`config.mk`:
```
export PLATFORM = sky130hd
export DESIGN_NAME = rr_grant_arb
export DESIGN_NICKNAME = d
export VERILOG_FILES = /design/src/rtl/rr_grant_arb.sv
export SDC_FILE = /design/constraint.sdc
export NUM_CORES = 1
export LEC_CHECK = 0
export CAP_MARGIN = 10
export CORE_MARGIN = 5
export CORE_UTILIZATION = 36
export DETAILED_ROUTE_END_ITERATION = 8
export SETUP_SLACK_MARGIN = 0.05
export SLEW_MARGIN = 40
export SYNTH_ARGS = -nofsm -noshare
export SYNTH_HDL_FRONTEND = slang
export SYNTH_SLANG_ARGS = --single-unit
```
`constraint.sdc`:
```
create_clock -name clk -period 2.4 [get_ports clk]
set_input_delay 0.48 -clock clk [delete_from_list [all_inputs] [get_ports clk]]
set_output_delay 0.48 -clock clk [all_outputs]
set_load 0.01 [all_outputs]
```
`src/rtl/rr_grant_arb.sv`:
```
// rr_grant_arb: round-robin grant arbiter with registered one-hot grant,
// grant index and an 8-bit accepted-grant counter.
// Optional feature: define RR_GRANT_ARB_LOCK_EN to add the lock input,
// the HOLD state and the hold counter (back-to-back locked re-grants).
module rr_grant_arb #(
  parameter int unsigned NCH      = 4,
  parameter int unsigned IDW      = 2,
  parameter int unsigned HOLD_MAX = 8
) (
  input  logic           clk,
  input  logic           rst_n,
  input  logic [NCH-1:0] req,
  input  logic [NCH-1:0] mask,
  input  logic           ack,
`ifdef RR_GRANT_ARB_LOCK_EN
  input  logic           lock,
`endif
  output logic [NCH-1:0] gnt,
  output logic           gnt_vld,
  output logic [IDW-1:0] gnt_id,
  output logic [7:0]     gnt_cnt
);

  localparam int unsigned CW = 8;

  typedef enum logic [1:0] {IDLE, GRANT, HOLD} state_t;

  state_t         state_q, state_d;
  logic [IDW-1:0] ptr_q, ptr_d;
  logic [NCH-1:0] gnt_d;
  logic           vld_d;
  logic [IDW-1:0] id_d;
  logic [CW-1:0]  cnt_d;
  logic [NCH-1:0] elig;
  logic           pick_ok;
  logic [IDW-1:0] pick_id;
  logic [IDW-1:0] ptr_next;
  logic           lock_ok_c;

  assign elig = req & ~mask;

  // Pointer value after an accepted grant: one past the granted channel.
  assign ptr_next = (gnt_id == IDW'(NCH - 1)) ? '0 : IDW'(gnt_id + 1'b1);

`ifdef RR_GRANT_ARB_LOCK_EN
  logic [CW-1:0] hold_q, hold_d;

  assign lock_ok_c = lock && req[gnt_id] && !mask[gnt_id] &&
                     (hold_q < CW'(HOLD_MAX - 1));

  // Hold count: steps on each locked re-grant, clears whenever the run ends.
  always_comb begin
    hold_d = hold_q;
    if (state_q != IDLE) begin
      if (ack)               hold_d = lock_ok_c ? CW'(hold_q + 1'b1) : '0;
      else if (!req[gnt_id]) hold_d = '0;
    end
  end

  // Hold count register.
  always_ff @(posedge clk or negedge rst_n) begin
    if (!rst_n) hold_q <= '0;
    else        hold_q <= hold_d;
  end
`else
  assign lock_ok_c = 1'b0;
`endif

  // First eligible channel searching upward from ptr, wrapping at NCH-1.
  always_comb begin
    int unsigned j;
    j       = 0;
    pick_ok = 1'b0;
    pick_id = '0;
    for (int unsigned i = 0; i < NCH; i++) begin
      j = (32'(ptr_q) + i) % NCH;
      if (!pick_ok && elig[j]) begin
        pick_ok = 1'b1;
        pick_id = IDW'(j);
      end
    end
  end

  // Next state, pointer, counter and grant outputs.
  always_comb begin
    state_d = state_q;
    ptr_d   = ptr_q;
    vld_d   = gnt_vld;
    id_d    = gnt_id;
    cnt_d   = gnt_cnt;
    case (state_q)
      IDLE: begin
        if (pick_ok) begin
          state_d = GRANT;
          vld_d   = 1'b1;
          id_d    = pick_id;
        end else begin
          vld_d   = 1'b0;
          id_d    = '0;
        end
      end
      GRANT, HOLD: begin
        if (ack) begin
          cnt_d = CW'(gnt_cnt + 1'b1);
          if (lock_ok_c) begin
            state_d = HOLD;
          end else begin
            state_d = IDLE;
            ptr_d   = ptr_next;
            vld_d   = 1'b0;
            id_d    = '0;
          end
        end else if (!req[gnt_id]) begin
          state_d = IDLE;
          vld_d   = 1'b0;
          id_d    = '0;
        end
      end
      default: begin
        state_d = IDLE;
        vld_d   = 1'b0;
        id_d    = '0;
      end
    endcase
    gnt_d = vld_d ? (NCH'(1) << id_d) : '0;
  end

  // State, pointer and registered outputs.
  always_ff @(posedge clk or negedge rst_n) begin
    if (!rst_n) begin
      state_q <= IDLE;
      ptr_q   <= '0;
      gnt     <= '0;
      gnt_vld <= 1'b0;
      gnt_id  <= '0;
      gnt_cnt <= '0;
    end else begin
      state_q <= state_d;
      ptr_q   <= ptr_d;
      gnt     <= gnt_d;
      gnt_vld <= vld_d;
      gnt_id  <= id_d;
      gnt_cnt <= cnt_d;
    end
  end

endmodule

```
After elaboration in Yosys (flattened, before gate mapping) --
Index checks and enable logic that the tools add are counted.
Operators by class: $add $sub $neg 5, reduce and logical (&&, ||, !) cells 10, shift operators 1, equality and inequality tests 5, mux-type cells 32, bitwise logic cells 2, magnitude comparators 5
Operators by type and width (count):
- 2-bit two-way mux | 11
- 2-bit by 3-bit < comparator with 1-bit output (second input constant) | 5
- 1-bit two-way mux | 12
- 1-bit binary-select mux with 2-bit select | 5
- 8-bit by 1-bit adder with 8-bit output (second input constant) | 1
- 2-bit one-hot mux with 2 select lines | 2
- 2-bit by 1-bit adder with 2-bit output (second input constant) | 2
- 2-bit adder (second input constant) | 2
- 4-bit bitwise AND | 1
- 2-bit equality test (second input constant) | 2
- 4-bit two-way mux | 1
- 4-bit inverter | 1
- 2-bit AND reduction | 2
- 1-bit by 2-bit << shifter with 4-bit output (first input constant) | 1
- 1-bit logical AND | 3
- 1-bit logical NOT | 3
- 3-bit inequality test (second input constant) | 1
- 2-bit by 1-bit equality test with 1-bit output (second input constant) | 1
- 2-bit logical NOT | 1
- 2-bit inequality test (second input constant) | 1
- 1-bit one-hot mux with 2 select lines | 1
- 2-bit OR reduction | 1
Word-level totals: input port bits 11, output and inout port bits 15, bits in registers 19

Logic depth before layout (Yosys ltp) --
depth in word-level cells 18, gate-level depth with buffers 6

Worst setup path before layout --
Ideal clock, no wire load.
kind in2reg, start in mask[3], end reg gnt[0], path buffers 0, arrival 1.372 ns, setup time 0.094 ns, path slack 0.934 ns, stages 5, cells stage by stage and2b_1 -> nor2_1 -> a31oi_1 -> nand2b_4 -> a211oi_1
Between the ends: word-level cells in the longest chain between the ends 18
Ends and longest elaborated chain:
- start, declared | RTL line 13 | input logic [NCH-1:0] mask,
- 4-bit inverter * | RTL line 40 | assign elig = req & ~mask;
- 4-bit bitwise AND * | RTL line 40
- 1-bit binary-select mux with 2-bit select | RTL line 77 | if (!pick_ok && elig[j]) begin
- 1-bit two-way mux (implied by the code) | RTL line 77
- 1-bit two-way mux | RTL line 77
- 1-bit logical NOT | RTL line 77
- 1-bit logical AND | RTL line 77
- 1-bit two-way mux | RTL line 77
- [3 not listed]
- 1-bit logical NOT | RTL line 77
- 1-bit logical AND | RTL line 77
- 2-bit two-way mux or 1-bit two-way mux (tied branches) | RTL line 77
- 2-bit two-way mux | RTL line 93 | if (pick_ok) begin
- 2-bit one-hot mux with 2 select lines | RTL line 91 | case (state_q)
- 1-bit by 2-bit << shifter with 4-bit output | RTL line 125 | gnt_d = vld_d ? (NCH'(1) << id_d) : '0;
- 4-bit two-way mux * | RTL line 125
- via gnt_d[0] | RTL line 30 | logic [NCH-1:0] gnt_d;
- end signal, assigned | RTL line 140 | gnt <= gnt_d;
- end, declared | RTL line 18 | output logic [NCH-1:0] gnt,
Mark *: on every way through the listed nets, which the timed path passes. The rest lies on a longest branch. The select of a mux whose other input is x is not followed. A chain may end at the register's enable or synchronous reset.

Worst setup path in the final report --
start reg gnt_id[0], end out gnt_id[0]
RTL lines:
- start, declared | RTL line 20 | output logic [IDW-1:0] gnt_id,
- start signal, assigned | RTL line 142 | gnt_id <= id_d;
No word-level cell between the ends.

==> qor.yml <==
status: "complete, no violations"
cp_num_buf_inv: 1
grt_max_degree: 19
drtIter0Drc: 16
dpl_cell_area_um2: 1180
worst_pin_slew_ns: 0.500
cts.sinks: 18
fin_crit_sh_pct: 76.3
routabilityCongestion: 0.877
finalMaxSlewViolations: 0
core_area_um2: 2410
start_util_pct: 36.7
async_flop_share_pct: 100
slew_headroom_pct: 66.5
antenna_found_initial: 0
met2_usage_pct: 18.4
synthCells: 79
r2r_start: "ptr_q[1]$_DFFE_PN0P_"
drt-total-wl_um: 1760
grtUsageMet1_pct: 13.3
cp_slowest_stage_delay_ns: 0.59
syn_area_per_cell_um2: 11.2
place_hpwl_um: 1410
drc: 0
yosys-top-cells-area: "dfrtp_1, xnor2_1, mux2_2"
die-area_um2: 3540
fmax_mhz: 546
drive_above_1_share_pct: 11.9
netlist.area_leader.share_pct: 51.0
hold_violations: 0
cts-root-buf: "clkbuf_4"
hold_class: "reg2reg"
critPathLaunchType: "flop"
crit_arrival_ns: 1.35
drtPass1Iterations: 4
grtUsageTotal_pct: 10.9
post_cts_buffers: 0
io_buffers: 25
instances_no_fill: 139
crit_type: "reg2out"
clk_latency_ns: 0.28
min-delay-start: "gnt_cnt[7]$_DFFE_PN0P_"
path_max_fanout: 6
ir_worst_vdd_mv: 0.501
synthFlopType: "dfrtp_1"
synth.net_count: 92
r2r_end: "gnt[2]$_DFF_PN0_"
ys_ff_latch: 18
fin_skew_ns: 0.00525
cts-hold-fix-buffers: 0
yosys_warnings: 0
synth_edf_count: 0
clk_pin_slew_ns: 0.10
cts_tree: "built"
wl_per_cell_um: 12.7
cts-buffers-inserted: 3
whs_endpoint: "gnt_cnt[7]$_DFFE_PN0P_"
dp.cells: 135
grt_setup_unrepaired: "no"
final_common_cell: "clkdlybuf4s50_1"
maxCapViolations: 0
p_comb_share_pct: 42.7
cp_cell_sequence: "clkdlybuf4s50_1"
drt-vias-per-instance: 4.98
grt_pass1_vias: 710
synthDistinctLibCells: 36
ctsHtreeMaxLevel: 1
vias: 692
finalInstanceArea_um2: 1210
die-width_um: 59.5
drt.antenna.violating_nets: 0
setup-violations-final: 0
power.share.clock_pct: 14.4
power_frac_seq_pct: 42.8
cts_buffer_depth: 2
period_needed_ns: 1.83
required_ns: 1.92
holdPathStages: 1
internal_power_mw: 0.830
fin_hold_ws_ns: 0.480
reg2reg_slack_ns: 0.89
synth_area_um2: 883
final_cell_mix: "clkdlybuf4s50_1, dfrtp_1, xnor2_1"
r2r_cells: 5
io_pins: 26
p_sw_mw: 0.432
final_nets: 123
synth_seq_area_share_pct: 51.0
ctsResizeCount: 0
slowest_stage: "clkdlybuf4s50_1"
gr-total-overflow: 0
cp-end-kind: "output pin"
grt_use_met3_pct: 2.18
syn2layout_area_growth_pct: 37.5
power_density_nw_per_um2: 1040
antenna_cells: 0
swShare_pct: 34.2
yosysTopAreaCell: "dfrtp_1"
rows: 18
leakage_nw: 0.534
grt_first_pass_wirelength_um: 2930
crit_family: "buffers and inverters"
fin_setup_tns_ns: 0
die_h_um: 59.5
busiest_layer: "met2"
## layer usage
layer,part of all wire [%],routed length (µm)
met4,1.4,25
met1,44,781
met3,7.7,136
met5,0,0
met2,46,817
## through the flow
stage | total power [mW] | setup WS [ns] | utilization (%)
2_1_floorplan | 0.821 | 0.934 | -
3_3_place_gp | 1.10 | 0.391 | 48.9
3_5_place_dp | 1.09 | 0.377 | 48.9
4_1_cts | 1.28 | 0.553 | 50.4
5_1_grt | 1.36 | 0.499 | 50.4
6_report | 1.26 | 0.570 | 50.4
## power by group through the flow
stage / Clock, mW / Sequential (mW) / Combinational, mW
6_report: 0.182 / 0.540 / 0.539
5_1_grt: 0.201 / 0.564 / 0.590
4_1_cts: 0.187 / 0.542 / 0.549
3_5_place_dp: 0 / 0.549 / 0.545
3_3_place_gp: 0 / 0.552 / 0.546
2_1_floorplan: 0 / 0.567 / 0.255
## kinds of logic (layout without fill, tap and decap cells)
| group | count (synthesis) | in the layout | share of synthesized area (%) |
|---|---|---|---|
| flip-flops | 18 | 18 | 51.0 |
| multiplexers | 5 | 5 | 6.09 |
| adder cells (fa/ha/maj) | 2 | 2 | 2.83 |
| AO/OA/AOI/OAI | 14 | 14 | 11.6 |
| AND/OR/NAND/NOR | 29 | 29 | 19.4 |
| XOR/XNOR | 7 | 7 | 6.94 |
| buffers and inverters | 4 | 34 | 2.12 |
## cells in the mapped netlist (2+ instances only)
master     n
a211oi_1   2
a21oi_1    2
a31oi_1    2
dfrtp_1   18
ha_1       2
inv_1      2
mux2_2     3
mux2i_1    2
nand2_1    5
nand2b_1   3
nand3_1    3
nand4_1    2
nor2_1     5
xnor2_1    6
## final cells by class
cell class / instances / area [µm²]
tap: 30 / 37.5
sequential: 18 / 450
inverter: 3 / 11.3
fill: 231 / 1190
timing repair buffer: 27 / 265
multi-input combinational: 57 / 414
clock buffer: 4 / 36.3
## state kept, by name, indices dropped and copies added, names as in the netlist
register  cells
gnt           4
gnt_cnt       8
gnt_id        2
gnt_vld       1
ptr_q         2
state_q       1
## worst max path at each step
stage,slack (ns),startpoint,cells past startpoint,endpoint
floorplan,0.93,mask[3],5,gnt[0]$_DFF_PN0_
global placement,0.39,req[2],6,gnt[2]$_DFF_PN0_
detailed placement,0.38,req[0],6,gnt[2]$_DFF_PN0_
CTS,0.55,gnt_id[0]$_DFF_PN0_,1,gnt_id[0]
global route,0.50,req[2],6,gnt[2]$_DFF_PN0_
finish,0.57,gnt_id[0]$_DFF_PN0_,1,gnt_id[0]
(Power assumes the default switching activity.)
